==> config.mk <==
export PLATFORM = sky130hd
export DESIGN_NAME = ar_ordering_queue_flat
export DESIGN_NICKNAME = d
export VERILOG_FILES = /design/src/rtl/ar_ordering_queue_if.sv /design/src/rtl/ar_ordering_queue.sv /design/src/flat_wrapper.sv
export SDC_FILE = /design/constraint.sdc
export NUM_CORES = 2
export LEC_CHECK = 0
export CAP_MARGIN = 10
export CORE_ASPECT_RATIO = 0.6
export CORE_UTILIZATION = 50
export DETAILED_ROUTE_END_ITERATION = 8
export PLACE_DENSITY = 0.69
export SLEW_MARGIN = 15
export SYNTH_ARGS = -nofsm -noshare
export SYNTH_HDL_FRONTEND = slang
export SYNTH_SLANG_ARGS = --single-unit
==> constraint.sdc <==
create_clock -name clk -period 31.1 [get_ports clk]
set_input_delay 3.11 -clock clk [delete_from_list [all_inputs] [get_ports clk]]
set_output_delay 3.11 -clock clk [all_outputs]
set_load 0.02 [all_outputs]
==> src/rtl/ar_ordering_queue_if.sv <==
// -----------------------------------------------------------------------------
// ar_if : AR request channel bundle (valid/ready handshake plus payload).
//
// Signals:
//   valid  - request valid (sender -> receiver)
//   ready  - receiver can accept (receiver -> sender)
//   id     - transaction ID (original ID upstream, unique ID downstream)
//   addr   - start address
//   len    - burst length
//   size   - burst size
//   burst  - burst type
//   qos    - quality-of-service hint
//
// Modports:
//   sender   - drives valid and payload, samples ready
//   receiver - samples valid and payload, drives ready
// -----------------------------------------------------------------------------
interface ar_if #(
    parameter int ID_WIDTH    = 32,
    parameter int ADDR_WIDTH  = 32,
    parameter int LEN_WIDTH   = 8,
    parameter int SIZE_WIDTH  = 3,
    parameter int BURST_WIDTH = 2,
    parameter int QOS_WIDTH   = 4
);
    logic                   valid;
    logic                   ready;
    logic [ID_WIDTH-1:0]    id;
    logic [ADDR_WIDTH-1:0]  addr;
    logic [LEN_WIDTH-1:0]   len;
    logic [SIZE_WIDTH-1:0]  size;
    logic [BURST_WIDTH-1:0] burst;
    logic [QOS_WIDTH-1:0]   qos;

    modport sender   (output valid, id, addr, len, size, burst, qos, input  ready);
    modport receiver (input  valid, id, addr, len, size, burst, qos, output ready);
endinterface

==> src/rtl/ar_ordering_queue.sv <==
// -----------------------------------------------------------------------------
// ar_ordering_queue : multi-entry AR ordering stage.
//
// Buffers up to DEPTH AR requests in arrival order, requests a unique ID (UID)
// for each entry from the tag-map allocator strictly in order, and forwards
// entries in order with the ID field replaced by the granted UID. Allocation
// runs ahead of the output, so it overlaps with downstream backpressure.
//
// Ports:
//   clk           - clock
//   rst           - asynchronous, active-high reset
//   ar_in         - upstream AR channel (receiver)
//   ar_out        - downstream AR channel (sender); id carries the UID
//   alloc_req     - request a UID for the oldest unallocated entry
//   alloc_gnt     - allocator grant; unique_id valid this cycle
//   alloc_in_id   - original ID of the oldest unallocated entry
//   unique_id     - granted UID
//   tag_map_full  - allocator has no free UIDs; blocks input only
//   occupancy     - number of entries held (0..DEPTH)
//
// Optional feature (macro AR_ORDQ_HWM_EN):
//   occ_hwm       - high-water mark of occupancy since reset / last clear
//   hwm_clr       - load occ_hwm with the current occupancy
//
// Entries move through three regions of a circular buffer, delimited by
// rd_ptr <= al_ptr <= wr_ptr (mod DEPTH):
//   [rd_ptr, al_ptr) allocated, waiting for the output handshake
//   [al_ptr, wr_ptr) waiting for a UID
// -----------------------------------------------------------------------------
module ar_ordering_queue #(
    parameter int ID_WIDTH    = 32,
    parameter int ADDR_WIDTH  = 32,
    parameter int LEN_WIDTH   = 8,
    parameter int SIZE_WIDTH  = 3,
    parameter int BURST_WIDTH = 2,
    parameter int QOS_WIDTH   = 4,
    parameter int DEPTH       = 8
) (
    input  logic                         clk,
    input  logic                         rst,
    ar_if.receiver                       ar_in,
    ar_if.sender                         ar_out,
    output logic                         alloc_req,
    input  logic                         alloc_gnt,
    output logic [ID_WIDTH-1:0]          alloc_in_id,
    input  logic [ID_WIDTH-1:0]          unique_id,
    input  logic                         tag_map_full,
`ifdef AR_ORDQ_HWM_EN
    output logic [$clog2(DEPTH+1)-1:0]   occ_hwm,
    input  logic                         hwm_clr,
`endif
    output logic [$clog2(DEPTH+1)-1:0]   occupancy
);

    localparam int PW = $clog2(DEPTH);
    localparam int CW = $clog2(DEPTH+1);

    localparam logic [CW-1:0] DEPTH_C = CW'(DEPTH);
    localparam logic [CW-1:0] CNT_ONE = CW'(1);
    localparam logic [PW-1:0] PTR_ONE = PW'(1);

    // Entry storage
    logic [ID_WIDTH-1:0]    mem_id    [DEPTH];
    logic [ADDR_WIDTH-1:0]  mem_addr  [DEPTH];
    logic [LEN_WIDTH-1:0]   mem_len   [DEPTH];
    logic [SIZE_WIDTH-1:0]  mem_size  [DEPTH];
    logic [BURST_WIDTH-1:0] mem_burst [DEPTH];
    logic [QOS_WIDTH-1:0]   mem_qos   [DEPTH];
    logic [ID_WIDTH-1:0]    mem_uid   [DEPTH];

    logic [PW-1:0] wr_ptr;
    logic [PW-1:0] al_ptr;
    logic [PW-1:0] rd_ptr;
    logic [CW-1:0] occ;     // total entries held
    logic [CW-1:0] unal;    // entries still waiting for a UID

    logic hs_in;
    logic hs_out;
    logic grant;

    // -------------------------------------------------------------------------
    // Handshakes and combinational outputs (all derived from registered state,
    // so there is no combinational path from ar_in to ar_out)
    // -------------------------------------------------------------------------
    // Ready is held low while rst is asserted so that nothing is accepted
    // during reset even though occ already reads 0. A slot freed by a pop
    // only becomes usable once occ has been updated, i.e. the next cycle.
    assign ar_in.ready = ~rst & (occ < DEPTH_C) & ~tag_map_full;
    assign hs_in       = ar_in.valid & ar_in.ready;

    assign alloc_req   = (unal != '0);
    assign alloc_in_id = mem_id[al_ptr];
    // A grant without a pending request is ignored.
    assign grant       = alloc_req & alloc_gnt;

    // occ != unal is the same as (occ - unal) != 0: at least one allocated entry.
    assign ar_out.valid = (occ != unal);
    assign ar_out.id    = mem_uid[rd_ptr];
    assign ar_out.addr  = mem_addr[rd_ptr];
    assign ar_out.len   = mem_len[rd_ptr];
    assign ar_out.size  = mem_size[rd_ptr];
    assign ar_out.burst = mem_burst[rd_ptr];
    assign ar_out.qos   = mem_qos[rd_ptr];
    assign hs_out       = ar_out.valid & ar_out.ready;

    assign occupancy = occ;

    // -------------------------------------------------------------------------
    // Storage. A push writes at wr_ptr, a grant writes the UID at al_ptr. They
    // never collide: al_ptr == wr_ptr with unal != 0 means the queue is full
    // of unallocated entries, and then ar_in.ready is low.
    // -------------------------------------------------------------------------
    // NOTE: the storage array is cleared on reset because the idle ar_out
    // payload and alloc_in_id are read straight from it and must be 0 after
    // reset; otherwise a memory would normally be left unreset.
    always_ff @(posedge clk or posedge rst) begin
        if (rst) begin
            for (int i = 0; i < DEPTH; i++) begin
                mem_id[i]    <= '0;
                mem_addr[i]  <= '0;
                mem_len[i]   <= '0;
                mem_size[i]  <= '0;
                mem_burst[i] <= '0;
                mem_qos[i]   <= '0;
                mem_uid[i]   <= '0;
            end
        end else begin
            if (hs_in) begin
                mem_id[wr_ptr]    <= ar_in.id;
                mem_addr[wr_ptr]  <= ar_in.addr;
                mem_len[wr_ptr]   <= ar_in.len;
                mem_size[wr_ptr]  <= ar_in.size;
                mem_burst[wr_ptr] <= ar_in.burst;
                mem_qos[wr_ptr]   <= ar_in.qos;
            end
            if (grant) begin
                mem_uid[al_ptr] <= unique_id;
            end
        end
    end

    // -------------------------------------------------------------------------
    // Pointers and counters. DEPTH is a power of two, so the natural wrap of
    // a PW-bit pointer implements DEPTH-1 -> 0.
    // -------------------------------------------------------------------------
    // NOTE: sequential state uses non-blocking assignments so every register
    // samples the pre-edge values of the handshake signals, independent of
    // statement order.
    always_ff @(posedge clk or posedge rst) begin
        if (rst) begin
            wr_ptr <= '0;
            al_ptr <= '0;
            rd_ptr <= '0;
            occ    <= '0;
            unal   <= '0;
        end else begin
            if (hs_in)  wr_ptr <= wr_ptr + PTR_ONE;
            if (grant)  al_ptr <= al_ptr + PTR_ONE;
            if (hs_out) rd_ptr <= rd_ptr + PTR_ONE;

            // push and pop together leave occ unchanged
            case ({hs_in, hs_out})
                2'b10:   occ <= occ + CNT_ONE;
                2'b01:   occ <= occ - CNT_ONE;
                default: ;
            endcase

            // push and grant together leave unal unchanged
            case ({hs_in, grant})
                2'b10:   unal <= unal + CNT_ONE;
                2'b01:   unal <= unal - CNT_ONE;
                default: ;
            endcase
        end
    end

`ifdef AR_ORDQ_HWM_EN
    // High-water mark: follows occ one cycle late whenever occ exceeds it;
    // a clear reloads it with the current occupancy.
    always_ff @(posedge clk or posedge rst) begin
        if (rst) begin
            occ_hwm <= '0;
        end else if (hwm_clr) begin
            occ_hwm <= occ;
        end else if (occ > occ_hwm) begin
            occ_hwm <= occ;
        end
    end
`endif

endmodule

==> src/flat_wrapper.sv <==
// flat-port wrapper written by rule: the top's interface ports become plain ports
module ar_ordering_queue_flat 
#(
    parameter int ID_WIDTH    = 32,
    parameter int ADDR_WIDTH  = 32,
    parameter int LEN_WIDTH   = 8,
    parameter int SIZE_WIDTH  = 3,
    parameter int BURST_WIDTH = 2,
    parameter int QOS_WIDTH   = 4,
    parameter int DEPTH       = 8
)
  (clk, rst, alloc_req, alloc_gnt, alloc_in_id, unique_id, tag_map_full, occupancy, ar_in_valid, ar_in_id, ar_in_addr, ar_in_len, ar_in_size, ar_in_burst, ar_in_qos, ar_in_ready, ar_out_valid, ar_out_id, ar_out_addr, ar_out_len, ar_out_size, ar_out_burst, ar_out_qos, ar_out_ready);
  ar_if #(.ID_WIDTH(ID_WIDTH), .ADDR_WIDTH(ADDR_WIDTH), .LEN_WIDTH(LEN_WIDTH), .SIZE_WIDTH(SIZE_WIDTH), .BURST_WIDTH(BURST_WIDTH), .QOS_WIDTH(QOS_WIDTH)) ar_in_i ();
  ar_if #(.ID_WIDTH(ID_WIDTH), .ADDR_WIDTH(ADDR_WIDTH), .LEN_WIDTH(LEN_WIDTH), .SIZE_WIDTH(SIZE_WIDTH), .BURST_WIDTH(BURST_WIDTH), .QOS_WIDTH(QOS_WIDTH)) ar_out_i ();
  input  logic clk;
  input  logic rst;
  output logic alloc_req;
  input  logic alloc_gnt;
  output logic [ID_WIDTH-1:0] alloc_in_id;
  input  logic [ID_WIDTH-1:0] unique_id;
  input  logic tag_map_full;
  output logic [$clog2(DEPTH+1)-1:0] occupancy;
  input wire logic [$bits(ar_in_i.valid)-1:0] ar_in_valid;
  input wire logic [$bits(ar_in_i.id)-1:0] ar_in_id;
  input wire logic [$bits(ar_in_i.addr)-1:0] ar_in_addr;
  input wire logic [$bits(ar_in_i.len)-1:0] ar_in_len;
  input wire logic [$bits(ar_in_i.size)-1:0] ar_in_size;
  input wire logic [$bits(ar_in_i.burst)-1:0] ar_in_burst;
  input wire logic [$bits(ar_in_i.qos)-1:0] ar_in_qos;
  output wire logic [$bits(ar_in_i.ready)-1:0] ar_in_ready;
  output wire logic [$bits(ar_out_i.valid)-1:0] ar_out_valid;
  output wire logic [$bits(ar_out_i.id)-1:0] ar_out_id;
  output wire logic [$bits(ar_out_i.addr)-1:0] ar_out_addr;
  output wire logic [$bits(ar_out_i.len)-1:0] ar_out_len;
  output wire logic [$bits(ar_out_i.size)-1:0] ar_out_size;
  output wire logic [$bits(ar_out_i.burst)-1:0] ar_out_burst;
  output wire logic [$bits(ar_out_i.qos)-1:0] ar_out_qos;
  input wire logic [$bits(ar_out_i.ready)-1:0] ar_out_ready;
  assign ar_in_i.valid = ar_in_valid;
  assign ar_in_i.id = ar_in_id;
  assign ar_in_i.addr = ar_in_addr;
  assign ar_in_i.len = ar_in_len;
  assign ar_in_i.size = ar_in_size;
  assign ar_in_i.burst = ar_in_burst;
  assign ar_in_i.qos = ar_in_qos;
  assign ar_in_ready = ar_in_i.ready;
  assign ar_out_valid = ar_out_i.valid;
  assign ar_out_id = ar_out_i.id;
  assign ar_out_addr = ar_out_i.addr;
  assign ar_out_len = ar_out_i.len;
  assign ar_out_size = ar_out_i.size;
  assign ar_out_burst = ar_out_i.burst;
  assign ar_out_qos = ar_out_i.qos;
  assign ar_out_i.ready = ar_out_ready;
  ar_ordering_queue #(.ID_WIDTH(ID_WIDTH), .ADDR_WIDTH(ADDR_WIDTH), .LEN_WIDTH(LEN_WIDTH), .SIZE_WIDTH(SIZE_WIDTH), .BURST_WIDTH(BURST_WIDTH), .QOS_WIDTH(QOS_WIDTH), .DEPTH(DEPTH)) u_core (.clk(clk), .rst(rst), .ar_in(ar_in_i), .ar_out(ar_out_i), .alloc_req(alloc_req), .alloc_gnt(alloc_gnt), .alloc_in_id(alloc_in_id), .unique_id(unique_id), .tag_map_full(tag_map_full), .occupancy(occupancy));
endmodule
==> out/qor.yml <==
relSlewSlack_pct: 25.5
coreArea_um2: 81600
max_stage_delay_ns: 1.01
maxCapViolations: 0
pin_count: 239
synth_flop_cell: "dfrtp_1"
swShare_pct: 30.8
htree_levels: 3
holdBufCountCts: 0
dp.cells: 3629
setup_violations: 0
worst_pin_slew_ns: 1.12
gp_congestion: 0.751
hp-start: "u_core.mem_uid[53]"
p_leak_nw: 21.3
clockPowerShare_pct: 22.3
vdd_drop_max_mv: 0.0620
ys_seq_area_share_pct: 55.9
slew_viol_final: 0
fmax_mhz: 123
critPathTopFamily: "buffers and inverters"
finalHoldViolCount: 0
crit_path_cell_trace: "buf_4 -> buf_4 -> mux4_2 -> mux2_2 -> clkdlybuf4s50_1"
vias: 22100
power.switching_w: 0.00150
reg2reg_slack_ns: 27.61
insertion_delay_ns: 0.67
antenna_found_initial: 11
timing.final.crit_share_pct: 26.2
final_layout_size_suffix_gt1_share_pct: 52.7
critPathMaxFanout: 45
die_w_um: 373
async_flop_share_pct: 100
whs_endpoint: "u_core.mem_uid[53]"
cp-end-kind: "primary output"
initial_core_util_pct: 50.5
initialDrtViolationCount: 1236
grt_first_pass_wirelength_um: 148000
yosys.area.top_type: "dfrtp_1"
r2r-end: "u_core.mem_addr[40]"
rows: 81
vias_per_cell: 5.84
holdPathStages: 1
synth.top_cell.area_share_pct: 55.9
wl_per_cell_um: 24.3
setup.worst_path.start_class: "flop"
required_ns: 27.99
yosysWarnings: 0
cts_buffers: 86
p_per_area_nw_per_um2: 103
ys_ff_latch: 921
root_buffer: "clkbuf_16"
r2r-start: "u_core.occupancy[3]"
cts_resized: 0
skew_ns: 0.0263
fin_setup_tns_ns: 0
overflow: 0
postCtsSetupRepairBufs: 0
drt_first_pass_iters: 4
cp_slowest_cell: "dfrtp_4"
rr_worst_depth: 6
seq_power_share_pct: 39.9
cellInternalPower_w: 0.00337
wl_um: 92200
drc_errors: 0
area_growth_pct: 15.1
critPathArrivalTime_ns: 5.04
min_period_ns: 8.15
clockBufferDepth: 3
grt_pass1_vias: 24700
dieArea_um2: 83600
die-height_um: 224
synth.distinct_cells: 42
synth.area.top_cells: "dfrtp_1 56%, mux2_2 27%, mux4_2 12%"
path_buf_inv: 3
critical_path_class: "reg -> out"
hold_class: "reg -> reg"
grt_max_degree: 176
path_clk_slew_ns: 0.06
nets: 2768
power_frac_comb_pct: 37.8
syn_avg_cell_area_um2: 17.0
synthCells: 2430
io_buffer_count: 238
status: "finished, final reports clean"
final_cell_mix: "998 x mux2_2, 915 x dfrtp_1, 238 x clkdlybuf4s50_1"
antenna_left: 0
synth_edf_count: 0
grt_usage_pct: 22.8
layout_commonest_cell: "mux2_2"
cts_tree: "yes"
syn_area_um2: 41200
synth_fp_nets: 2559
final_cells: 3790
hpwl_um: 53700
cpMostUsedCell: "buf_4"
rsz0062_at_grt: "no"
cts.sinks: 921
cell families (layout without fill, tap and decap cells):
| kind of cell | Yosys count | count (layout) | share of synthesized area [%] |
|---|---|---|---|
| AO/OA/AOI/OAI | 10 | 10 | 0.188 |
| adder cells (fa/ha/maj) | 10 | 10 | 0.322 |
| flip-flops | 921 | 921 | 55.9 |
| other | 0 | 8 | 0 |
| buffers and inverters | 171 | 444 | 2.23 |
| AND/OR/NAND/NOR | 58 | 58 | 0.862 |
| multiplexers | 1245 | 1245 | 40.2 |
| XOR/XNOR | 15 | 15 | 0.319 |
worst max-delay path by stage:
stage / slack (ns) / start / cells past startpoint / endpoint
2_1_floorplan: 2.09 / rst / 1 / u_core.al_ptr[0]
3_3_place_gp: 23.43 / rst / 3 / ar_in_ready
3_5_place_dp: 23.46 / rst / 3 / ar_in_ready
4_1_cts: 22.75 / u_core.rd_ptr[0] / 5 / ar_out_addr[22]
5_1_grt: 22.49 / u_core.rd_ptr[0] / 5 / ar_out_addr[22]
6_report: 22.95 / u_core.rd_ptr[0] / 5 / ar_out_addr[22]
worst register-to-register path: cells and delay by family, from the launching register on:
kind / cells / cell delay [ns]
buf+inv: 2 / 1.40
simple gates: 3 / 0.96
flops: 1 / 0.55
mux: 1 / 0.44
cell type report:
type | instances | area, um2
Inverter | 10 | 45.0
Fill cell | 6038 | 34100
Timing Repair Buffer | 282 | 2760
Multi-Input combinational cell | 1338 | 17300
Clock inverter | 26 | 338
Sequential cell | 921 | 23100
Clock buffer | 126 | 2560
Antenna cell | 8 | 20.0
Tap cell | 1079 | 1350
through the flow:
stage          power (W)  area [um2]  hold WS (ns)  worst slack, ns  utilization (%)
2_1_floorplan    0.00320       41200         0.452             2.09                -
3_3_place_gp     0.00373       44500         0.462            23.43             54.5
3_5_place_dp     0.00382       44500         0.472            23.46             54.5
4_1_cts          0.00493       47400         0.490            22.75             58.1
5_1_grt          0.00513       47400         0.508            22.49             58.2
6_report         0.00487       47500         0.481            22.95             58.2
metal layers:
metal	wire, um	track usage (%)	share of wire (%)
met1	42000	32.0	46
met2	44300	36.3	48
met3	3660	4.54	4.0
met4	2300	6.93	2.5
met5	25	0	0.027
power by group through the flow:
stage	Clock (W)	Sequential (W)	Combinational (W)
6_report	0.00109	0.00194	0.00184
5_1_grt	0.00117	0.00200	0.00196
4_1_cts	0.00112	0.00194	0.00187
3_5_place_dp	0	0.00196	0.00186
3_3_place_gp	0	0.00193	0.00181
2_1_floorplan	0	0.00182	0.00138
synth_stat cells, types with 5 or more instances:
master    count
buf_2        78
clkbuf_1     37
mux2_1       20
nand2_1      23
mux2_2      998
dfrtp_1     921
buf_4        16
inv_1        10
nor2_1        5
mux4_2      226
xnor2_1      11
buf_1        14
ha_1          9
buf_6        16
registers in the layout, indices dropped and copies added (netlist names):
name	flops
u_core.mem_addr	256
u_core.mem_id	256
u_core.mem_uid	256
u_core.mem_len	64
u_core.mem_qos	32
u_core.mem_size	24
u_core.mem_burst	16
u_core.occupancy	4
u_core.unal	4
u_core.al_ptr	3
u_core.rd_ptr	3
u_core.wr_ptr	3
No activity file was read; power rests on OpenSTA's default activity.
